`config.mk`:
```
export PLATFORM = sky130hd
export DESIGN_NAME = wash_program_sequencer
export DESIGN_NICKNAME = d
export VERILOG_FILES = /design/src/rtl/wash_seq_pkg.sv /design/src/rtl/phase_timer.sv /design/src/rtl/wash_program_sequencer.sv
export SDC_FILE = /design/constraint.sdc
export NUM_CORES = 1
export LEC_CHECK = 0
export ABC_AREA = 1
export BUFFER_PORTS_ARGS = -buffer_cell sky130_fd_sc_hd__buf_4
export CORE_MARGIN = 2
export CORE_UTILIZATION = 55
export CTS_CLUSTER_SIZE = 12
export DETAILED_ROUTE_END_ITERATION = 12
export MAX_ROUTING_LAYER = met4
export PLACE_DENSITY = 0.75
export SYNTH_ARGS = -nofsm -noshare
export SYNTH_HDL_FRONTEND = slang
export SYNTH_HIERARCHICAL = 1
export SYNTH_SLANG_ARGS = --single-unit
```
`constraint.sdc`:
```
create_clock -name clk -period 2.8 [get_ports clk]
set_input_delay 0.42 -clock clk [delete_from_list [all_inputs] [get_ports clk]]
set_output_delay 0.42 -clock clk [all_outputs]
set_load 0.1 [all_outputs]
```
`src/rtl/wash_seq_pkg.sv`:
```
// Shared types and the fixed wash-program table for the wash program sequencer.
package wash_seq_pkg;

  localparam int unsigned DUR_W = 8;

  typedef enum logic [2:0] {
    S_IDLE,
    S_ARMED,
    S_WASH,
    S_POST_WASH,
    S_SPIN
  } state_e;

  typedef enum logic [1:0] {
    PROG_QUICK  = 2'd0,
    PROG_NORMAL = 2'd1,
    PROG_HEAVY  = 2'd2,
    PROG_RSVD   = 2'd3
  } prog_e;

  typedef struct packed {
    logic [DUR_W-1:0] wash_ticks;
    logic [DUR_W-1:0] spin_ticks;
    logic [1:0]       passes;
  } prog_cfg_t;

  function automatic prog_cfg_t prog_cfg(input prog_e p);
    prog_cfg_t c;
    case (p)
      PROG_QUICK: c = '{wash_ticks: 8'd20, spin_ticks: 8'd10, passes: 2'd1};
      PROG_HEAVY: c = '{wash_ticks: 8'd60, spin_ticks: 8'd30, passes: 2'd3};
      default:    c = '{wash_ticks: 8'd40, spin_ticks: 8'd20, passes: 2'd2};
    endcase
    return c;
  endfunction

endpackage

```
`src/rtl/phase_timer.sv`:
```
// Prescaled, saturating phase timer; counts only while run_i is high.
module phase_timer #(
  parameter int unsigned TICK_DIV = 1000,
  parameter int unsigned TW       = 8
) (
  input  logic          clk,
  input  logic          reset_n,
  input  logic          run_i,
  input  logic          clear_i,
  input  logic [TW-1:0] target_i,
  output logic          expired_o
);

  localparam int unsigned PW = 16;
  localparam logic [PW-1:0] PRESC_LAST = PW'(TICK_DIV - 1);

  logic [PW-1:0] presc_q, presc_d, presc_base;
  logic [TW-1:0] tick_q, tick_d, tick_base;

  // Clear restarts the count so that the entry cycle itself is cycle 0.
  always_comb begin
    presc_base = clear_i ? '0 : presc_q;
    tick_base  = clear_i ? '0 : tick_q;
    presc_d    = presc_base;
    tick_d     = tick_base;
    if (run_i) begin
      if (presc_base == PRESC_LAST) begin
        presc_d = '0;
        if (tick_base < target_i) begin
          tick_d = tick_base + 1'b1;
        end
      end else begin
        presc_d = presc_base + 1'b1;
      end
    end
  end

  always_ff @(posedge clk or negedge reset_n) begin
    if (!reset_n) begin
      presc_q <= '0;
      tick_q  <= '0;
    end else begin
      presc_q <= presc_d;
      tick_q  <= tick_d;
    end
  end

  assign expired_o = (tick_q == target_i);

endmodule

```
`src/rtl/wash_program_sequencer.sv`:
```
// Program/timing controller driving the washer's cycleTO, spinTO and againwash inputs.
module wash_program_sequencer
  import wash_seq_pkg::*;
#(
  parameter int unsigned TICK_DIV = 1000,
  parameter int unsigned TW       = 8
) (
  input  logic       clk,
  input  logic       reset_n,
  input  logic [1:0] prog_sel,
  input  logic       prog_load,
  input  logic       water_wash,
  input  logic       motor_on,
  input  logic       drain_val_on,
  input  logic       done,
  output logic       cycleTO,
  output logic       spinTO,
  output logic       againwash,
  output logic       busy,
  output logic [1:0] pass_idx,
  output logic       prog_err
);

  state_e    state_q, state_d;
  prog_e     prog_q, prog_d;
  logic [1:0] pass_q, pass_d;
  logic      prog_err_q, prog_err_d;

  prog_cfg_t     cfg;
  logic          spin_phase;
  logic          tmr_run, tmr_clear, tmr_expired;
  logic [TW-1:0] tmr_target;

  assign cfg        = prog_cfg(prog_q);
  assign spin_phase = motor_on & ~water_wash & ~drain_val_on;

  always_comb begin
    state_d    = state_q;
    prog_d     = prog_q;
    pass_d     = pass_q;
    prog_err_d = 1'b0;
    tmr_run    = 1'b0;
    tmr_clear  = 1'b0;
    tmr_target = TW'(cfg.wash_ticks);
    case (state_q)
      S_IDLE: begin
        if (prog_load) begin
          if (prog_e'(prog_sel) == PROG_RSVD) begin
            prog_err_d = 1'b1;
          end else begin
            prog_d  = prog_e'(prog_sel);
            state_d = S_ARMED;
          end
        end
      end
      S_ARMED: begin
        if (water_wash) begin
          tmr_clear = 1'b1;
          tmr_run   = 1'b1;
          state_d   = S_WASH;
        end
      end
      S_WASH: begin
        if (water_wash) begin
          tmr_run = 1'b1;
        end else begin
          state_d = S_POST_WASH;
          if (pass_q < cfg.passes) begin
            pass_d = pass_q + 1'b1;
          end
        end
      end
      S_POST_WASH: begin
        if (water_wash) begin
          tmr_clear = 1'b1;
          tmr_run   = 1'b1;
          state_d   = S_WASH;
        end else if (spin_phase) begin
          tmr_clear  = 1'b1;
          tmr_run    = 1'b1;
          tmr_target = TW'(cfg.spin_ticks);
          state_d    = S_SPIN;
        end
      end
      S_SPIN: begin
        tmr_target = TW'(cfg.spin_ticks);
        tmr_run    = spin_phase;
        if (done) begin
          state_d = S_IDLE;
          pass_d  = '0;
        end
      end
      default: begin
        state_d = S_IDLE;
        pass_d  = '0;
      end
    endcase
  end

  always_ff @(posedge clk or negedge reset_n) begin
    if (!reset_n) begin
      state_q    <= S_IDLE;
      prog_q     <= PROG_NORMAL;
      pass_q     <= '0;
      prog_err_q <= 1'b0;
    end else begin
      state_q    <= state_d;
      prog_q     <= prog_d;
      pass_q     <= pass_d;
      prog_err_q <= prog_err_d;
    end
  end

  phase_timer #(
    .TICK_DIV (TICK_DIV),
    .TW       (TW)
  ) u_timer (
    .clk       (clk),
    .reset_n   (reset_n),
    .run_i     (tmr_run),
    .clear_i   (tmr_clear),
    .target_i  (tmr_target),
    .expired_o (tmr_expired)
  );

  // Timeouts come from the registered tick count and state only.
  assign cycleTO   = (state_q == S_WASH) & tmr_expired;
  assign spinTO    = (state_q == S_SPIN) & tmr_expired;
  assign againwash = (state_q == S_POST_WASH) & (pass_q < cfg.passes);
  assign busy      = (state_q != S_IDLE);
  assign pass_idx  = pass_q;
  assign prog_err  = prog_err_q;

endmodule
```
==> metrics.txt <==
skew final=6.58 ps; Cell Chain, Critical Path=nand2_2 -> nor2_4 -> inv_2 -> o21ai_4 -> buf_6 -> nor2_1 -> inv_1 -> o22ai_1 -> nor4_1 -> nor4b_2 -> inv_1 -> nor2_2 -> buf_12; Clock Sinks=32; Post-Route WL=5.47 mm; Synth top area share=0.326; clock latency on the worst-skew pair=300 ps; starting density of the core=0.582; Die Wd=69.8 um; post-layout min period=2800 ps; async set-reset flop share out of synthesis=1.00; Post-synth EDFFs=0; Cell Pwr Density=752 nW/um^2; post-route ant nets=0; TritonCTS clock tree=built; Clock Pin Slew Worst Setup and Hold Paths=70 ps; vias in the first global route=2163; Area Overhead vs Synth=22.0%; Post-Syn Area per Cell=7.35 sq um; top cells by count, synth=nand2_1, inv_1, nor2_1, dfrtp_1, nand3_1; Routed WL per cell=12.9 um; outcome=finished with violations; hpwl dp=3.94 mm; Netlist cell types=43; Fin. Hold Viols=0; Post-Syn Instances=324; FF+latch count, synth=32; fin crit share=1.00; area of the core=4090 sq um; Iter 0 DRT Violations=117; Final Setup Violations=1; CP Launch Type=flop; share of cells above drive strength 1=0.243; Seq/Total Area, Yosys=0.337; Max IR drop VDD=0.401 mV; die area=4870 sq um; I/O pin count=16; WP data arrival=2380 ps; CP Max Fanout=4; Max stage delay on crit path=420 ps; GR Util All Layers=0.249; CTS buffer count=5; CP Capture Type=primary output; final net count=391; f_max=0.357 GHz; via/cell ratio=5.21; port buffer count=15; Setup WS pre-CTS=5.95 ps; Post-Syn Area=2380 sq um; Worst Hold Class=input pin to async pin; global placement routability congestion=0.879; H-Tree Depth=2; Max Cap Viol=0; Top FF cell, synth=dfrtp_1; clk buf depth=2; initial antenna violation count=0; Worst Setup Path Type=flop to primary output; GRT Residual Overflow=0; placed cell areas=2640 sq um; cell family with most CP delay=simple AND/OR/NAND/NOR gates; Final Max Slew Viols=0; Yosys warnings=6; Req. time, crit path=2380 ps; drt pass-1 iters=5; Die Span Y=69.8 um; ANT cells=0; PnR worst setup slack=-2.38 ps; site row count=23; DR vias=2207; global-route wire length before repair=9.49 mm; RSZ-0062 raised after global routing=yes; Crit-path slowest cell=dfrtp_2; cts hold-fix bufs=0; final instance area=2900 sq um; # DRC=0; failing checks=negative setup slack; Area contributors post-synth=dfrtp_1, nand2_1, inv_1, nor2_1, xor2_1; leakage dissipation=0.00155 uW; crit-path most repeated cell=inv_1; biggest area consumer among synthesized cells=dfrtp_1; CTS root buffer=clkbuf_8; dominant cell by count in the synthesized netlist=nand2_1; largest net degree at the start of global routing=33; CP bufs+invs=5
[through the flow]
| stage | setup TNS (ps) | utilization | power (uW) | std cells | hold slack [ps] |
|---|---|---|---|---|---|
| final | -2.38 | 0.711 | 2180 | 424 | 57.8 |
| after global placement | 0 | 0.645 | 1610 | 404 | 388 |
| after CTS | -1.81 | 0.695 | 2160 | 419 | 75.7 |
| after detailed placement | 0 | 0.645 | 1630 | 404 | 393 |
| after global routing | -423 | 0.711 | 2340 | 424 | 90.4 |
| after floorplan | -615 | - | 1390 | 330 | 124 |
[kinds of logic after synthesis]
logic type               after synthesis  share of synthesized area
AO/OA/AOI/OAI                         26                     0.0715
XOR/XNOR                              18                     0.0662
adder cells (fa/ha/maj)                9                     0.0473
buffers and inverters                 60                      0.106
flip-flops                            32                      0.337
other                                  1                    0.00158
AND/OR/NAND/NOR                      178                      0.370
[power breakdown]
part	total (uW)	switching [uW]	internal (uW)
Combinational	1120	752	370
Sequential	614	74.5	539
Clock	449	186	263
Total	2180	1010	1170
[flip-flops by register name (all words and copies together) (netlist names)]
| name | cells |
|---|---|
| pass_idx | 2 |
| prog_err | 1 |
| prog_q | 2 |
| state_q | 3 |
| u_timer/presc_q | 16 |
| u_timer/tick_q | 8 |
[path summary, 6_finish.rpt]
kind	start	to	slack [ps]	cells after the start
min in group clk	prog_sel[1]	prog_q[1]$_DFFE_PN0P_	340	3
min reg2reg	prog_q[1]$_DFFE_PN0P_	prog_q[1]$_DFFE_PN0P_	520	2
max reg2reg	state_q[1]$_DFFE_PN0P_	u_timer/tick_q[1]$_DFF_PN0_	260	17
max in group asynchronous	reset_n	prog_q[0]$_DFFE_PN1P_	2410	1
min	reset_n	pass_idx[0]$_DFFE_PN0P_	60	1
max	state_q[0]$_DFFE_PN0P_	cycleTO	-2	13
[area by class of cell]
type / count / area (sq um)
timing repair buffer: 39 / 322
clock buffer: 5 / 68.8
inverter: 57 / 214
multi-input combinational: 238 / 1390
tap: 50 / 62.6
fill: 334 / 1180
sequential: 32 / 806
clock inverter: 3 / 42.5
[layout by cell type, fill, tap and decap left out, drive strengths merged, types with 5 or more instances in the layout]
cell and count:
nor3 6, ha 9, nand4 6, inv 57
conb 7, nand2 79, nand3 24, dfrtp 31
o21ai 13, buf 39, xor2 15, clkbuf 5
nor2 56
[metal layers]
metal  vias to the layer above  wire length [um]  track usage
li1                       1114                 -            -
met1                      1005              2410        0.301
met2                        74              2630        0.399
met3                        14               300       0.0567
met4                         0               116        0.107
met5                         -                 0            -
[repair_timing]
action | in CTS | in global routing
endpoints found under the setup margin | 2 | 8
pin swaps | 4 | 2
buffers inserted | 7 | 5
resized for setup | 11 | 10
Power figures use the tool's default switching activity.
